<file path="src/rtl/riscv_pkg.sv">
// Shared RISC-V encoding definitions: immediate formats, opcodes, NOP word and
// the request record carried through the encoder's first stage.
package riscv_pkg;

    typedef enum logic [1:0] {
        IMM_I = 2'b00,
        IMM_S = 2'b01,
        IMM_B = 2'b10,
        IMM_J = 2'b11
    } imm_src_e;

    localparam logic [31:0] NOP_INSTR = 32'h0000_0013;  // addi x0,x0,0

    localparam logic [6:0] OP_IMM    = 7'h13;
    localparam logic [6:0] OP_LOAD   = 7'h03;
    localparam logic [6:0] OP_STORE  = 7'h23;
    localparam logic [6:0] OP_BRANCH = 7'h63;
    localparam logic [6:0] OP_JAL    = 7'h6f;

    typedef struct packed {
        logic [6:0]  opcode;
        logic [4:0]  rd;
        logic [2:0]  funct3;
        logic [4:0]  rs1;
        logic [4:0]  rs2;
        logic [31:0] imm;
        logic [1:0]  imm_src;
    } enc_req_t;

endpackage

</file>
<file path="src/rtl/imm_scatter.sv">
// Scatters a signed immediate into its instruction bit positions for the given
// format, and flags immediates that do not fit or are misaligned.
module imm_scatter
    import riscv_pkg::*;
(
    input  logic [31:0] imm_i,
    input  logic [1:0]  imm_src_i,
    output logic [31:0] imm_bits_o,
    output logic        range_err_o
);

    always_comb begin
        imm_bits_o  = '0;
        range_err_o = 1'b0;
        case (imm_src_e'(imm_src_i))
            IMM_I: begin
                imm_bits_o  = {imm_i[11:0], 20'b0};
                range_err_o = !(&imm_i[31:11] || ~|imm_i[31:11]);
            end
            IMM_S: begin
                imm_bits_o  = {imm_i[11:5], 13'b0, imm_i[4:0], 7'b0};
                range_err_o = !(&imm_i[31:11] || ~|imm_i[31:11]);
            end
            IMM_B: begin
                imm_bits_o  = {imm_i[12], imm_i[10:5], 13'b0, imm_i[4:1], imm_i[11], 7'b0};
                range_err_o = !(&imm_i[31:12] || ~|imm_i[31:12]) || imm_i[0];
            end
            default: begin
                imm_bits_o  = {imm_i[20], imm_i[10:1], imm_i[11], imm_i[19:12], 12'b0};
                range_err_o = !(&imm_i[31:20] || ~|imm_i[31:20]) || imm_i[0];
            end
        endcase
    end

endmodule

</file>
<file path="src/rtl/instr_encoder.sv">
// Two-stage valid/ready RISC-V instruction encoder: S1 holds the request and
// packs it combinationally, S2 is the output register with address/error count.
module instr_encoder
    import riscv_pkg::*;
#(
    parameter logic [31:0] BASE_ADDR = 32'h0000_0000,
    parameter int          ERR_W     = 8
) (
    input  logic             clk,
    input  logic             reset,
    input  logic             in_valid,
    output logic             in_ready,
    input  logic [6:0]       in_opcode,
    input  logic [4:0]       in_rd,
    input  logic [2:0]       in_funct3,
    input  logic [4:0]       in_rs1,
    input  logic [4:0]       in_rs2,
    input  logic [31:0]      in_imm,
    input  logic [1:0]       in_imm_src,
    output logic             out_valid,
    input  logic             out_ready,
    output logic [31:0]      out_instr,
    output logic [31:0]      out_addr,
    output logic             out_err,
    output logic [ERR_W-1:0] err_count
);

    logic             en_q;
    logic             s1_vld_q, s1_vld_d;
    enc_req_t         s1_q, s1_d;
    logic             s2_vld_q, s2_vld_d;
    logic [31:0]      instr_q, instr_d;
    logic [31:0]      addr_q, addr_d;
    logic             err_q, err_d;
    logic [ERR_W-1:0] cnt_q, cnt_d;

    logic        accept, deliver, s2_load;
    logic [31:0] imm_bits, fields, enc_word;
    logic        range_err;

    assign deliver  = s2_vld_q && out_ready;
    assign s2_load  = s1_vld_q && (!s2_vld_q || out_ready);
    // en_q keeps in_ready low until the first edge after reset release
    assign in_ready = en_q && (!s1_vld_q || s2_load);
    assign accept   = in_valid && in_ready;

    imm_scatter u_scatter (
        .imm_i      (s1_q.imm),
        .imm_src_i  (s1_q.imm_src),
        .imm_bits_o (imm_bits),
        .range_err_o(range_err)
    );

    always_comb begin
        fields = {25'b0, s1_q.opcode};
        case (imm_src_e'(s1_q.imm_src))
            IMM_I:   fields = {12'b0, s1_q.rs1, s1_q.funct3, s1_q.rd, s1_q.opcode};
            IMM_S,
            IMM_B:   fields = {7'b0, s1_q.rs2, s1_q.rs1, s1_q.funct3, 5'b0, s1_q.opcode};
            default: fields = {20'b0, s1_q.rd, s1_q.opcode};
        endcase
        enc_word = range_err ? NOP_INSTR : (fields | imm_bits);
    end

    always_comb begin
        s1_vld_d = s1_vld_q;
        s1_d     = s1_q;
        if (s2_load) s1_vld_d = 1'b0;
        if (accept) begin
            s1_vld_d       = 1'b1;
            s1_d.opcode    = in_opcode;
            s1_d.rd        = in_rd;
            s1_d.funct3    = in_funct3;
            s1_d.rs1       = in_rs1;
            s1_d.rs2       = in_rs2;
            s1_d.imm       = in_imm;
            s1_d.imm_src   = in_imm_src;
        end
    end

    always_comb begin
        s2_vld_d = s2_vld_q;
        instr_d  = instr_q;
        err_d    = err_q;
        addr_d   = addr_q;
        cnt_d    = cnt_q;
        if (deliver) begin
            s2_vld_d = 1'b0;
            addr_d   = addr_q + 32'd4;
            if (err_q && cnt_q != '1) cnt_d = cnt_q + ERR_W'(1);
        end
        if (s2_load) begin
            s2_vld_d = 1'b1;
            instr_d  = enc_word;
            err_d    = range_err;
        end
    end

    always_ff @(posedge clk or posedge reset) begin
        if (reset) begin
            en_q     <= 1'b0;
            s1_vld_q <= 1'b0;
            s1_q     <= '0;
            s2_vld_q <= 1'b0;
            instr_q  <= '0;
            err_q    <= 1'b0;
            addr_q   <= BASE_ADDR;
            cnt_q    <= '0;
        end else begin
            en_q     <= 1'b1;
            s1_vld_q <= s1_vld_d;
            s1_q     <= s1_d;
            s2_vld_q <= s2_vld_d;
            instr_q  <= instr_d;
            err_q    <= err_d;
            addr_q   <= addr_d;
            cnt_q    <= cnt_d;
        end
    end

    assign out_valid = s2_vld_q;
    assign out_instr = instr_q;
    assign out_addr  = addr_q;
    assign out_err   = err_q;
    assign err_count = cnt_q;

endmodule

</file>
<file path="config.mk">
export PLATFORM = sky130hd
export DESIGN_NAME = instr_encoder
export DESIGN_NICKNAME = d
export VERILOG_FILES = /design/src/rtl/riscv_pkg.sv /design/src/rtl/imm_scatter.sv /design/src/rtl/instr_encoder.sv
export SDC_FILE = /design/constraint.sdc
export NUM_CORES = 1
export LEC_CHECK = 0
export ABC_AREA = 1
export BUFFER_PORTS_ARGS = -buffer_cell sky130_fd_sc_hd__buf_2
export CORE_UTILIZATION = 45
export CTS_CLUSTER_SIZE = 40
export DETAILED_ROUTE_END_ITERATION = 10
export PLACE_DENSITY = 0.68
export SYNTH_ARGS = -nofsm -noshare
export SYNTH_HDL_FRONTEND = slang
export SYNTH_SLANG_ARGS = --single-unit
</file>
<file path="constraint.sdc">
create_clock -name clk -period 12 [get_ports clk]
set_input_delay 1.2 -clock clk [delete_from_list [all_inputs] [get_ports clk]]
set_output_delay 1.2 -clock clk [all_outputs]
set_load 0.02 [all_outputs]
</file>
* Yosys cells after proc, flatten, opt, wreduce, memory -nomap -nowiden
Index checks and enable logic that the tools add are counted.
** Cells by class
- Add/subtract/negate cells :: 2
- Multiply operators :: 0
- Div/mod/pow operators :: 0
- Magnitude comparators :: 0
- Eq/ne operators :: 3
- Shifts and indexed selects :: 0
- Multiplexer cells :: 8
- Bitwise operators :: 1
- Reductions and logical operators :: 32
** Operators with widths (count)
- case mux 32 bit (3 select lines) :: 1
- case mux 25 bit (2 select lines) :: 1
- adder 32 x 3 -> 32 bit, second input constant :: 1
- two-way mux 32 bit :: 1
- OR 32 bit :: 1
- AND reduction 21 bit :: 1
- OR reduction 21 bit :: 1
- AND reduction 20 bit :: 1
- OR reduction 20 bit :: 1
- AND reduction 12 bit :: 1
- OR reduction 12 bit :: 1
- adder 8 x 1 -> 8 bit, second input constant :: 1
- logical NOT 1 bit :: 8
- != test 8 bit, second input constant :: 1
- logical OR 1 bit :: 7
- logical AND 1 bit :: 5
- two-way mux 1 bit :: 4
- nonzero test 2 bit :: 2
- OR reduction 2 bit :: 2
- == test 2 x 1 -> 1 bit, second input constant :: 1
- == test 2 bit, second input constant :: 1
- logical NOT 2 bit :: 1
- case mux 1 bit (2 select lines) :: 1
- AND reduction 2 bit :: 1
** Storage, ports and cells
- Register bits :: 135
- Latch bits :: 0
- Memory bits (writable) :: 0
- ROM bits :: 0
- Input bits :: 63
- Output and inout port bits :: 75
- Word-level logic and storage cells :: 60
- Memories kept :: 0

* Logic depth before layout (Yosys ltp)
Gate-level depths: netlist of run 1.
- Word-level depth :: 7
- Mapped depth :: 12
- Gate-level depth less buffers :: 10

* Modules after synthesis
Synthesis of run 1 repeated with hierarchy kept, for this count alone.
** Second synthesis, totals
- Cell total of the unflattened synthesis :: 748
- Area, all modules :: 6317.3 µm²
** Modules (own cells, without submodules)
- instr_encoder :: times used 1, cells each 639, area each 5815.6 µm², seq. area each 3328.2 µm²
- imm_scatter :: times used 1, cells each 109, area each 501.7 µm², seq. area each 0.0 µm²

* Worst setup path after synthesis of run 1
Ideal clock, no wire load.
- Path kind :: input to output
- Start :: input out_ready
- End :: output in_ready
- Arrival :: 1501 ps
- Required time :: 10800 ps
- Setup slack :: 9299 ps
- Stages :: 4
- Buffers on the path :: 0
- Cell sequence :: inv_1 nand3_1 nand2_1 inv_1
** Between the ends
- Longest elaborated chain between the ends :: 4
** RTL lines
- start, declared :: RTL line instr_encoder.sv:21 : input logic out_ready,
- logical OR 1 bit :: RTL line instr_encoder.sv:42 : assign s2_load = s1_vld_q && (!s2_vld_q || out_ready);
- logical AND 1 bit :: RTL line instr_encoder.sv:42
- logical OR 1 bit :: RTL line instr_encoder.sv:44 : assign in_ready = en_q && (!s1_vld_q || s2_load);
- logical AND 1 bit :: RTL line instr_encoder.sv:44
- end, declared :: RTL line instr_encoder.sv:12 : output logic in_ready,
Every way passes these cells.

* Worst setup path in the final report of run 1
Ends and elaborated chain as after synthesis.

==> results of run 1 <==
==> layer usage <==
layer / share of wire / vias to the layer above / global-route usage
met5: 0 / - / 0
met4: 0.011 / 0 / 0.0775
met3: 0.052 / 13 / 0.0512
met2: 0.50 / 128 / 0.351
met1: 0.44 / 2332 / 0.257
li1: - / 2383 / -
==> synthesized netlist by cell type <==
master,count
a211oi_1,1
a21oi_1,25
a221oi_1,1
a22oi_1,9
buf_2,9
buf_4,3
buf_6,2
clkbuf_1,8
conb_1,2
dfrtp_1,133
ha_1,6
inv_1,52
inv_2,2
mux2_2,42
nand2_1,180
nand2_2,3
nand2_4,1
nand3_1,26
nand3_2,1
nand3b_1,5
nand4_1,11
nand4_2,1
nor2_1,81
nor2_2,5
nor2_4,1
nor3_1,8
nor3_2,1
nor3b_1,1
nor4_1,1
nor4_4,1
o21ai_0,5
o21ai_2,1
xnor2_1,12
xor2_1,19
==> cell type report <==
| class | count | area (µm²) | area share |
|---|---|---|---|
| diodes | 1 | 2.50 | 0.000329 |
| clock buffers | 19 | 453 | 0.0595 |
| clock inverters | 13 | 228 | 0.0299 |
| inverters | 54 | 205 | 0.0270 |
| multi-input cells | 451 | 2470 | 0.325 |
| flip-flops and latches | 133 | 3330 | 0.437 |
| well taps | 176 | 220 | 0.0289 |
| repair buffers | 138 | 698 | 0.0917 |
==> worst max-delay path: stages <==
cell and delay (ps):
buf_2 120, inv_1 90, nand3_1 100, nand2_1 80, inv_1 60, buf_2 150
==> sequential cells by signal, summed over array words and instances (netlist names) <==
signal	count
err_count	8
out_instr	32
s1_vld_q	1
out_addr	30
out_err	1
s1_q	59
out_valid	1
en_q	1
==> cells by family after synthesis <==
| kind of cell | count (synthesis) | synth area share |
|---|---|---|
| AND/OR/NAND/NOR | 327 | 0.228 |
| flip-flops | 133 | 0.544 |
| buffers and inverters | 76 | 0.0528 |
| AO/OA/AOI/OAI | 42 | 0.0397 |
| multiplexers | 42 | 0.0773 |
| XOR/XNOR | 31 | 0.0444 |
| adder cells (fa/ha/maj) | 6 | 0.0123 |
| other | 2 | 0.00123 |
==> report_power, final <==
group / leakage, nW / switching [W] / internal, W
clock: 0.317 / 0.000192 / 0.000399
combinational: 2.06 / 0.000128 / 0.0000818
sequential: 1.67 / 0.0000441 / 0.000504
total: 4.04 / 0.000364 / 0.000985
==> stage by stage <==
step | utilization | total power, W
floorplan | - | 0.000696
global placement | 0.523 | 0.000757
detailed placement | 0.523 | 0.000768
CTS | 0.574 | 0.00136
global route | 0.574 | 0.00141
finish | 0.575 | 0.00135
==> how the worst min path moves through the flow <==
| stage | end | slack, ps | cells after the start |
|---|---|---|---|
| global route | out_instr[6] | 500 | 2 |
| global placement | out_instr[10] | 460 | 2 |
| detailed placement | out_instr[16] | 460 | 2 |
| CTS | out_instr[16] | 480 | 2 |
| finish | out_instr[24] | 470 | 2 |
| floorplan | s1_q[52] | 480 | 2 |
==> results_dict.tcl, run 1 <==
set metrics [dict create \
    worstSkewPairLatency_ps 410 \
    max_slew_margin 0.407 \
    grt_pass1_wl_mm 23.0 \
    rsz0062_at_grt "false" \
    vias_per_cell 4.93 \
    syn_area_per_cell_um2 9.28 \
    dr.pass1.iters 6 \
    layout_commonest_cell "nand2_1" \
    crit_path_max_fanout 2 \
    final_cell_mix "178 x nand2_1, 135 x buf_2, 133 x dfrtp_1" \
    cts_buffers 17 \
    synth_top_area_cell "dfrtp_1" \
    antenna_left 0 \
    ys.warnings.count 0 \
    p_leak_nw 4.04 \
    cts_tree "built" \
    cts_buffer_depth 2 \
    die_w_um 119 \
    period_share 0.251 \
    final_nets 864 \
    ys_seq_area_frac 0.544 \
    wl_per_cell_um 14.0 \
    vias 4856 \
    die_y_um 119 \
    pre_cts_slack_ps 8990 \
    synth_seq_cells 133 \
    drv_slew 0 \
    cts.clk_slew.worst_paths_ps 60 \
    initial_utilization 0.462 \
    dpl.cell_count 952 \
    hold_slack_ps 470 \
    setup_viol 0 \
    fin_ws_ps 8990 \
    hold_viol_final 0 \
    finalSetupTns_ps 0 \
    gp_congestion 0.865 \
    tightestPinTransition_ps 889 \
    cp.required_ps 10800 \
    cts_setup_buffers 0 \
    cp-start-kind "input pin" \
    cts_sinks 133 \
    power.density_nw_per_um2 177 \
    grt_use_total 0.208 \
    hold_class "register to register" \
    ir_drop_mv 0.106 \
    worstSetupStartpoint "out_ready" \
    clock_skew_ps 3.96 \
    boundaryPins 138 \
    final_area_um2 7610 \
    area_delta_synth_final_pct 24.4 \
    grt_max_degree 78 \
    hold_buffers 0 \
    rows 42 \
    critPathArrivalTime_ps 1810 \
    n_fill_cell 1230 \
    synth.top_cell.area_share 0.544 \
    globalRouteOverflowTotal 0 \
    drive_gt1_frac 0.287 \
    dpl.hpwl_mm 9.76 \
    dieArea_um2 14100 \
    ff2ff_setup_slack_ps 9960 \
    grt_pass1_vias 4839 \
    io_buffers 135 \
    max-cap-violations 0 \
    post_cts_resized 0 \
    endpoint "in_ready" \
    core_area_um2 13200 \
    rr_endpoint "out_instr[22]" \
    fin_cells 985 \
    end_kind "output port" \
    wirelength_mm 13.8 \
    finalCriticalPeriod_ps 3010 \
    cts-root-buf "clkbuf_16" \
    yosysUniqueCellTypes 34 \
    synthesis.area_um2 6120 \
    status "completed" \
    fmax_ghz 0.333 \
    htree_levels 4 \
    critical_path_class "input pin to output port" \
    ys_top_cells_by_area "dfrtp_1 54%, nand2_1 11%, mux2_2 7.7%" \
    ff2ff_path_depth 7 \
    antenna_found_initial 1 \
    r2r-start "s1_q[0]" \
    drt_iter0_markers 305 \
    drc 0 \
    synthCells 659 \
    worstHoldStart "out_instr[24]" \
    dpl_cell_area_um2 6930 \
]
Power figures use the tool's default switching activity.
==> run 2: changes to the inputs <==
Clock period 12 ns to 3.11 ns, I/O delays scaled along.
==> run 2 against run 1 <==
  * Critical endpoint is now out_instr[23]
  * Hold slack got worse by 410 ps
  * Sequential power rose to 3.9 times the previous value
  * Worst setup slack worse by 7900 ps
  * Critical path depth rose by 1
  * First-iteration DRC count is 20% higher
  * Clock skew increased by 1.5 ps
  * Combinational power increased to 3.9 times the previous value
  * Via count rose by 0.41%
  * Highest routed layer unchanged
==> results_dict.tcl, run 2 (synthesis gave the netlist of run 1 again) <==
set metrics [dict create \
    die_y_um 119 \
    finalCriticalPeriod_ps 2050 \
    grt_use_total 0.211 \
    cts_tree "built" \
    hold_buffers 0 \
    cts_sinks 133 \
    die_w_um 119 \
    cp.required_ps 3420 \
    grt_pass1_vias 4738 \
    cp-start-kind "register" \
    hold_slack_ps 59.8 \
    finalSetupTns_ps 0 \
    max-cap-violations 0 \
    power.density_nw_per_um2 651 \
    globalRouteOverflowTotal 0 \
    tightestPinTransition_ps 855 \
    final_cell_mix "178 x nand2_1, 135 x buf_2, 133 x dfrtp_1" \
    antenna_found_initial 0 \
    final_area_um2 7550 \
    grt_pass1_wl_mm 23.0 \
    cts_buffer_depth 2 \
    area_delta_synth_final_pct 23.5 \
    largest_register "s1_q" \
    final_nets 867 \
    rows 42 \
    dpl.hpwl_mm 9.80 \
    drv_slew 0 \
    htree_levels 4 \
    hold_viol_final 0 \
    worstSkewPairLatency_ps 420 \
    regArea_um2 3330 \
    critPathArrivalTime_ps 2360 \
    core_area_um2 13200 \
    cts-root-buf "clkbuf_16" \
    end_kind "register" \
    wirelength_mm 14.0 \
    p_total_w 0.00492 \
    cts_buffers 17 \
    wl_per_cell_um 14.1 \
    dieArea_um2 14100 \
    period_share 0.660 \
    io_buffers 135 \
    boundaryPins 138 \
    dr.pass1.iters 4 \
    setup_viol 0 \
    hold_class "input pin to async pin" \
    fmax_ghz 0.487 \
    layout_commonest_cell "nand2_1" \
    cts.clk_slew.worst_paths_ps 60 \
    initial_utilization 0.462 \
    cts_setup_buffers 0 \
    critical_path_class "register to register" \
    max_slew_margin 0.429 \
    crit_path_max_fanout 13 \
    vias 4876 \
    ir_drop_mv 0.357 \
    gp_congestion 0.872 \
    post_cts_resized 0 \
    rsz0062_at_grt "false" \
    antenna_left 0 \
    p_leak_nw 4.03 \
    multi_input_area_um2 2470 \
    largest_register_ffs 59 \
    clock_skew_ps 5.44 \
    n_fill_cell 1226 \
    grt_max_degree 73 \
    status "completed" \
    drt_iter0_markers 367 \
    vias_per_cell 4.94 \
    drive_gt1_frac 0.287 \
    drc 0 \
    dpl_cell_area_um2 6960 \
]
==> run 2: report_power, final <==
group	switching [W]	internal (W)
registers	0.000169	0.00194
clock network	0.000727	0.00126
logic	0.000499	0.000321
total	0.00139	0.00352
==> run 2: metrics by stage <==
stage / setup slack [ps] / utilization / instances
5_1_grt: 893 / 0.570 / 987
3_5_place_dp: 1050 / 0.526 / 955
6_report: 1060 / 0.570 / 988
3_3_place_gp: 1100 / 0.526 / 955
2_1_floorplan: 1150 / - / 660
4_1_cts: 1060 / 0.570 / 987
==> run 2: critical path: stages, from the launching register on <==
cell	delay (ps)
dfrtp_1	400
ha_1	360
inv_1	370
nand2_1	310
a22oi_1	280
nor2_1	70
nand2_1	100
nand2_1	60
==> run 2: cell type report <==
cell class	instances	share of cell area
Clock inverter	9	0.0133
Clock buffer	23	0.0646
Tap cell	176	0.0292
Antenna cell	1	0.000331
Sequential cell	133	0.441
Multi-Input combinational cell	451	0.328
Timing Repair Buffer	141	0.0971
Inverter	54	0.0273
==> run 2: final timing paths <==
check | slack (ps) | cells past startpoint | end | startpoint
min in group clk | 120 | 2 | s1_q[29] | in_imm[27]
worst min register to register | 480 | 2 | out_instr[22] | out_instr[22]
worst max register to register | 1060 | 7 | out_instr[23] | s1_q[0]
worst max-delay path | 1060 | 7 | out_instr[23] | s1_q[0]
max in group asynchronous | 2230 | 3 | out_instr[21] | reset
worst min-delay path | 60 | 2 | s1_q[55] | reset
==> run 2: routing by layer <==
layer	global-route usage	up-vias	routed length (µm)
met3	0.0632	19	817
met2	0.338	135	6820
met1	0.270	2338	6110
met4	0.0752	0	209
li1	-	2384	-
met5	0	-	0
